File: config.mk
export PLATFORM = sky130hd
export DESIGN_NAME = branch_resolve_unit
export DESIGN_NICKNAME = d
export VERILOG_FILES = /design/src/rtl/branch_resolve_unit.sv
export SDC_FILE = /design/constraint.sdc
export NUM_CORES = 1
export LEC_CHECK = 0
export ABC_AREA = 1
export CORE_MARGIN = 2
export CORE_UTILIZATION = 25
export CTS_BUF_LIST = sky130_fd_sc_hd__clkbuf_4 sky130_fd_sc_hd__clkbuf_8
export CTS_CLUSTER_DIAMETER = 100
export DETAILED_ROUTE_END_ITERATION = 8
export GPL_TIMING_DRIVEN = 0
export PLACE_DENSITY = 0.5
export SLEW_MARGIN = 10
export SYNTH_ARGS = -nofsm -noshare
export SYNTH_HDL_FRONTEND = slang
export SYNTH_SLANG_ARGS = --single-unit
File: constraint.sdc
create_clock -name clk -period 2.2 [get_ports clk]
set_input_delay 0.22 -clock clk [delete_from_list [all_inputs] [get_ports clk]]
set_output_delay 0.22 -clock clk [all_outputs]
set_load 0.005 [all_outputs]
File: src/rtl/branch_resolve_unit.sv
// Branch resolve unit: operand compare, taken/target/mispredict resolution
// through a 1- or 2-stage valid/ready pipeline, plus retire statistics.
module branch_resolve_unit #(
   parameter int XLEN        = 32,
   parameter int PIPE_STAGES = 1,
   parameter int CNT_W       = 16
) (
   input  logic             clk,
   input  logic             rst_n,
   input  logic             in_valid,
   output logic             in_ready,
   input  logic [2:0]       funct3,
   input  logic [XLEN-1:0]  rs1_value,
   input  logic [XLEN-1:0]  rs2_value,
   input  logic [XLEN-1:0]  pc,
   input  logic [XLEN-1:0]  imm,
   input  logic             pred_taken,
   input  logic             flush,
   output logic             out_valid,
   input  logic             out_ready,
   output logic [5:0]       flags,
   output logic             taken,
   output logic [XLEN-1:0]  target,
   output logic             mispredict,
   output logic             illegal,
   input  logic             clr_cnt,
   output logic [CNT_W-1:0] branch_cnt,
   output logic [CNT_W-1:0] mispred_cnt
);

   logic             eq, lt, ltu;
   logic [5:0]       flags_c;
   logic             xfer;
   logic [CNT_W-1:0] branch_cnt_q, mispred_cnt_q;

   assign eq      = (rs1_value == rs2_value);
   assign lt      = ($signed(rs1_value) < $signed(rs2_value));
   assign ltu     = (rs1_value < rs2_value);
   assign flags_c = {~ltu, ltu, ~lt, lt, ~eq, eq};

   // flag bits: 0 EQ, 1 NEQ, 2 LT, 3 GE, 4 LTU, 5 GEU
   function automatic logic take_f(input logic [2:0] f3,
                                   input logic [5:0] fl);
      logic t;
      t = 1'b0;
      case (f3)
         3'b000:  t = fl[0];
         3'b001:  t = fl[1];
         3'b100:  t = fl[2];
         3'b101:  t = fl[3];
         3'b110:  t = fl[4];
         3'b111:  t = fl[5];
         default: t = 1'b0;
      endcase
      return t;
   endfunction

   if (PIPE_STAGES == 1) begin : g_p1
      logic            v_q, tk_q, mp_q, il_q;
      logic [5:0]      fl_q;
      logic [XLEN-1:0] tg_q;
      logic            tk_c, il_c;

      assign il_c     = (funct3[2:1] == 2'b01);
      assign tk_c     = take_f(funct3, flags_c);
      assign in_ready = !v_q || out_ready;

      always_ff @(posedge clk or negedge rst_n) begin
         if (!rst_n) begin
            v_q  <= 1'b0;
            fl_q <= '0;
            tk_q <= 1'b0;
            tg_q <= '0;
            mp_q <= 1'b0;
            il_q <= 1'b0;
         end else if (flush) begin
            v_q <= 1'b0;
         end else if (in_ready) begin
            v_q <= in_valid;
            if (in_valid) begin
               fl_q <= flags_c;
               tk_q <= tk_c;
               tg_q <= tk_c ? pc + imm : pc + XLEN'(4);
               mp_q <= !il_c && (tk_c != pred_taken);
               il_q <= il_c;
            end
         end
      end

      assign out_valid  = v_q;
      assign flags      = fl_q;
      assign taken      = tk_q;
      assign target     = tg_q;
      assign mispredict = mp_q;
      assign illegal    = il_q;
   end else if (PIPE_STAGES == 2) begin : g_p2
      logic            v1_q, pr1_q;
      logic [2:0]      f3_q;
      logic [5:0]      fl1_q, fl2_q;
      logic [XLEN-1:0] tt_q, nt_q;
      logic            v2_q, tk_q, mp_q, il_q;
      logic [XLEN-1:0] tg_q;
      logic            adv2, tk_c, il_c;

      assign adv2     = !v2_q || out_ready;
      assign in_ready = !v1_q || adv2;
      assign il_c     = (f3_q[2:1] == 2'b01);
      assign tk_c     = take_f(f3_q, fl1_q);

      always_ff @(posedge clk or negedge rst_n) begin
         if (!rst_n) begin
            v1_q  <= 1'b0;
            pr1_q <= 1'b0;
            f3_q  <= '0;
            fl1_q <= '0;
            tt_q  <= '0;
            nt_q  <= '0;
            v2_q  <= 1'b0;
            fl2_q <= '0;
            tk_q  <= 1'b0;
            tg_q  <= '0;
            mp_q  <= 1'b0;
            il_q  <= 1'b0;
         end else if (flush) begin
            v1_q <= 1'b0;
            v2_q <= 1'b0;
         end else begin
            if (in_ready) begin
               v1_q <= in_valid;
               if (in_valid) begin
                  pr1_q <= pred_taken;
                  f3_q  <= funct3;
                  fl1_q <= flags_c;
                  tt_q  <= pc + imm;
                  nt_q  <= pc + XLEN'(4);
               end
            end
            if (adv2) begin
               v2_q <= v1_q;
               if (v1_q) begin
                  fl2_q <= fl1_q;
                  tk_q  <= tk_c;
                  tg_q  <= tk_c ? tt_q : nt_q;
                  mp_q  <= !il_c && (tk_c != pr1_q);
                  il_q  <= il_c;
               end
            end
         end
      end

      assign out_valid  = v2_q;
      assign flags      = fl2_q;
      assign taken      = tk_q;
      assign target     = tg_q;
      assign mispredict = mp_q;
      assign illegal    = il_q;
   end else begin : g_bad
      $error("branch_resolve_unit: PIPE_STAGES must be 1 or 2");
   end

   // flush wins over the output handshake, so a killed result never retires
   assign xfer = out_valid && out_ready && !flush;

   always_ff @(posedge clk or negedge rst_n) begin
      if (!rst_n) begin
         branch_cnt_q  <= '0;
         mispred_cnt_q <= '0;
      end else if (clr_cnt) begin
         branch_cnt_q  <= '0;
         mispred_cnt_q <= '0;
      end else if (xfer) begin
         if (!illegal && branch_cnt_q != '1)
            branch_cnt_q <= branch_cnt_q + CNT_W'(1);
         if (mispredict && mispred_cnt_q != '1)
            mispred_cnt_q <= mispred_cnt_q + CNT_W'(1);
      end
   end

   assign branch_cnt  = branch_cnt_q;
   assign mispred_cnt = mispred_cnt_q;

endmodule
### After elaboration in Yosys (flattened, before gate mapping)

Index checks and enable logic that the tools add are counted.

* output and inout bits: 75
* register bits after elaboration: 74
* RAM bits: 0
* input port bits: 138
* bits in read-only memories: 0
* bits in latches: 0
* memories kept: 0

* add/sub/neg operators: 4
* reductions and logical operators: 18
* muxes and demuxes: 10
* multiply operators: 0
* $lt $le $gt $ge: 2
* bitwise gates (word level): 4
* equality and inequality tests: 10
* shift-type cells: 0
* div/mod/pow operators: 0

Operator list (count)
* $mux W16: 6
* $lt A32 B32 Y1: 2
* $add A16 B1 Y16 const B: 2
* $add A32 B3 Y32 const B: 1
* $add A32 B32 Y32: 1
* $eq A32 B32 Y1: 1
* $mux W32: 1
* $ne A16 B16 Y1 const B: 2
* $eq A3 B3 Y1 const B: 4
* $reduce_bool A2 Y1: 4
* $pmux W1 S6: 1
* $logic_and A1 B1 Y1: 5
* $logic_not A1 Y1: 4
* $not A1 Y1: 4
* $reduce_and A2 Y1: 2
* $eq A3 B1 Y1 const B: 1
* $logic_not A3 Y1: 1
* $reduce_and A3 Y1: 1
* $eq A2 B1 Y1 const B: 1
* $mux W1: 2
* $logic_or A1 B1 Y1: 1
* $ne A1 B1 Y1: 1

### Logic depth before layout (Yosys ltp)

Gate-level depths: netlist (run 1).

* word-level depth: 5
* mapped depth: 22
* gate-level depth less buffers: 21

### Worst setup path after synthesis (run 1)

No wires, ideal clock.

* kind: input-to-reg
* start: input pc[0]
* end: register g_p1.tg_q[30] (netlist: target[30])
* arrival time: 1.884 ns
* required time: 2.083 ns
* stages: 13
* setup slack: 0.198 ns
* cells stage by stage: ha_1 inv_1 fa_1 o21ai_1 a21oi_1 o21ai_1 nand3_1 nand3_1 nand2_1 inv_1 nand2_1 nand3_1 nand2_1

* word-level cells in the longest chain between the ends: 2
* elaborated cells on any way between the ends: 3

RTL lines
* start, declared: line 15 `input logic [XLEN-1:0] pc,`
* $add A32 B3 Y32 or $add A32 B32 Y32 (tied branches): line 83 `tg_q <= tk_c ? pc + imm : pc + XLEN'(4);`
* $mux W32 *: line 83
* end signal, assigned: line 83
* end, declared: line 61 `logic [XLEN-1:0] tg_q;`

Every way passes the cells marked *; elsewhere a longest branch is shown, timed or not.
A chain may end at the register's enable or synchronous reset.

### Worst setup path in the final report (run 1)

* start: input imm[14]
* end: register g_p1.tg_q[26] (netlist: target[26])

* word-level cells in the longest chain between the ends: 2

RTL lines
* start, declared: line 16 `input logic [XLEN-1:0] imm,`
* $add A32 B32 Y32: line 83
* $mux W32: line 83

Every way passes these cells.

==> flow_metrics.env, run 1 <==
export IMPL_status="complete, no violations"
export IMPL_die_area_um2=31200
export IMPL_die_w_um=177
export IMPL_dpl_instance_area_um2=10100
export IMPL_holdWs_ns=0.327
export IMPL_core_area_um2=29500
export IMPL_hold_class="input pin to asynchronous set/reset pin"
export IMPL_rrSetupSlack_ns=0.15
export IMPL_drive_above_1_share_pct=16.9
export IMPL_drc_errors=0
export IMPL_final_common_cell="nand2_1"
export IMPL_power_mw=5.07
export IMPL_clkLatencyLatePin_ns=0.35
export IMPL_stdcell_area_um2=11600
export IMPL_chipHeight_um=177
export IMPL_syn_to_final_growth_pct=55.1
export IMPL_pin_count=213
export IMPL_cts_buffers=9
export IMPL_ys_flop_type="dfrtp_1"
export IMPL_tns_ns=0
export IMPL_num_antenna_cells=0
export IMPL_finalHoldViolCount=0
export IMPL_clock_skew_ns=0.0126
export IMPL_yosysSeqAreaShare_pct=24.9
export IMPL_grt_pass1_vias=8234
export IMPL_async_flop_share_pct=100
export IMPL_ir_worst_vdd_uv=216
export IMPL_fmax_mhz=475
export IMPL_grt_antenna_before_repair=0
export IMPL_synth_edff_count=0
export IMPL_fin_util_pct=39.2
export IMPL_cts_tree="built"
export IMPL_layout_nets=1593
export IMPL_place_ws_ns=-0.937
export IMPL_syn_nets=1346
export IMPL_tightest_slew_ns=0.774
export IMPL_critPathMostFrequentCell="nand2_1"
export IMPL_vias_per_cell=4.68
export IMPL_cp_top_family="simple AND/OR/NAND/NOR gates"
export IMPL_gp_congestion=0.932
export IMPL_ys_top_cells_by_area="dfrtp_1 25%, nand2_1 15%, ha_1 11%"
export IMPL_final_cells=1783
export IMPL_critPathBufInv=2
export IMPL_clockBufferDepth=2
export IMPL_dp_cells=1744
export IMPL_crit_path_end_kind="flip-flop"
export IMPL_period_minus_slack_ns=2.11
export IMPL_synth_distinct_cells=39
export IMPL_power_density_nw_per_um2=439
export IMPL_grt_pass1_wl_mm=42.1
export IMPL_layout_common_cells="273 x nand2_1, 149 x inv_1, 119 x clkdlybuf4s50_1"
export IMPL_yosysWarnings=0
export IMPL_power_leakage_nw=5.36
export IMPL_worstPathCellList="clkdlybuf4s50_1 -> ha_4 -> nand2_1 -> nor2_2 -> inv_1 -> nor2_2 -> o21ai_0 -> nand3_2 -> nand2_1 -> nand3_1 -> nand2_1 -> nand2_2 -> nand2_2 -> nand2_2 -> nand2_1"
export IMPL_rsz0062_at_grt="yes"
export IMPL_clkTransAtPathRegs_ns=0.09
export IMPL_cpPeakStageDelay_ns=0.45
export IMPL_synthesis_area_um2=7450
export IMPL_setup_viol=0
export IMPL_setup_ws_ns=0.0940
export IMPL_clkSinkCount=74
export IMPL_portBuffers=212
export IMPL_syn_area_per_cell_um2=6.53
export IMPL_rows=63
export IMPL_crit_arrival_ns=2.35
export IMPL_yosysTopAreaCell="dfrtp_1"
export IMPL_ys_ff_latch=74
export IMPL_drt_initial_drc_count=414
export IMPL_initial_core_util_pct=25.3
export IMPL_finalCritPeriodShare_pct=95.7
export IMPL_path_class="input pin to flip-flop"
export IMPL_drv_cap=0
export IMPL_wirelength_mm=27.1
export IMPL_wl_per_cell_um=15.2
export IMPL_grt_max_degree=56
export IMPL_critPathMaxFanout=5
export IMPL_synth_cells=1141
export IMPL_slew_violations=0
export IMPL_crit_path_top_delay_cell="clkdlybuf4s50_1"
export IMPL_critPathRequiredTime_ns=2.44
export IMPL_globalRouteOverflowTotal=0
export IMPL_ant_nets=0
export IMPL_vias=8341
export IMPL_critPathLaunchType="input pin"
export IMPL_dr_pass1_iters=5
export IMPL_cts_htree_levels=3
export IMPL_root_buffer="clkbuf_8"
export IMPL_dpl_hpwl_mm=22.2
export IMPL_grt_usage_pct=17.0
export IMPL_maxSlewHeadroom_pct=47.9
export IMPL_yosysTopAreaCellShare_pct=24.9
==> power by group <==
part / leakage [nW] / switching, mW / internal [mW]
logic: 4.30 / 1.20 / 1.12
clock network: 0.0988 / 0.587 / 0.544
registers: 0.958 / 0.102 / 1.52
total: 5.36 / 1.89 / 3.19
==> metal layers <==
metal | GRT usage (%) | routed length (um)
met1 | 21.7 | 12000
met2 | 30.4 | 13400
met3 | 1.98 | 1220
met4 | 4.48 | 447
met5 | 0 | 0
==> synthesized netlist by cell type, types with 4 or more instances <==
| master | n |
|---|---|
| a21oi_1 | 63 |
| xor2_1 | 37 |
| nand2_1 | 306 |
| o21ai_1 | 5 |
| o21bai_1 | 4 |
| nor2_1 | 100 |
| nor4_1 | 10 |
| nand4_1 | 53 |
| a21o_1 | 8 |
| xnor2_1 | 22 |
| a31oi_1 | 6 |
| buf_2 | 11 |
| clkbuf_1 | 9 |
| nand3_1 | 81 |
| o21a_1 | 8 |
| dfrtp_1 | 74 |
| inv_1 | 172 |
| nand3_2 | 4 |
| nor3_1 | 29 |
| o21ai_0 | 41 |
| ha_1 | 66 |
==> worst reg2reg max path: cells and delay by family, from the launching register on <==
kind | cells | cell delay (ns)
flip-flops | 1 | 0.41
AND/OR/NAND/NOR | 11 | 1.32
adder cells (fa/ha/maj) | 1 | 0.21
==> repair_timing <==
item / in CTS / in global routing
hold endpoints to repair: 19 / 0
cloned: 3 / 0
resized for setup: 210 / 106
setup buffers: 11 / 8
hold buffers: 1 / 0
endpoints found under the setup margin: 38 / 52
pin swaps: 66 / 60
==> path summary, 6_finish.rpt <==
kind / endpoint / depth (start not counted) / startpoint
max: target[26] / 15 / imm[14]
min: target[10] / 2 / rst_n
max reg2reg: branch_cnt[13] / 12 / branch_cnt[0]
min reg2reg: target[31] / 2 / target[31]
max in group asynchronous: target[31] / 3 / rst_n
min in group clk: target[0] / 5 / pc[0]
==> final cells by class <==
class	instances	area (um2)
Fill cell	3170	17900
Multi-Input combinational cell	870	5870
Timing Repair Buffer	235	2340
Sequential cell	74	1850
Inverter	173	649
Tap cell	390	488
Buffer	25	148
Clock buffer	9	124
Clock inverter	7	82.6
==> state kept, by name, indices dropped and copies added, names as in the netlist <==
name / flops
target: 32
branch_cnt: 16
mispred_cnt: 16
flags: 6
illegal: 1
mispredict: 1
out_valid: 1
taken: 1
==> cell families (layout without fill, tap and decap cells) <==
| family | Yosys count | count (layout) | synth area share, % |
|---|---|---|---|
| AND/OR/NAND/NOR | 598 | 599 | 35.4 |
| buffers and inverters | 198 | 449 | 10.5 |
| AO/OA/AOI/OAI | 145 | 145 | 11.0 |
| flip-flops | 74 | 74 | 24.9 |
| adder cells (fa/ha/maj) | 67 | 67 | 11.4 |
| XOR/XNOR | 59 | 59 | 6.94 |
No activity file was read; power rests on OpenSTA's default activity.
==> run 2: changes to the inputs <==
--- a/config.mk
+++ b/config.mk
@@ -9,7 +9,6 @@
 export CORE_MARGIN = 2
 export CORE_UTILIZATION = 25
 export CTS_BUF_LIST = sky130_fd_sc_hd__clkbuf_4 sky130_fd_sc_hd__clkbuf_8
-export CTS_CLUSTER_DIAMETER = 100
 export DETAILED_ROUTE_END_ITERATION = 8
 export GPL_TIMING_DRIVEN = 0
 export PLACE_DENSITY = 0.5
==> results of run 2 <==
The final DEF is identical to that of run 1; final timing and power are the same.
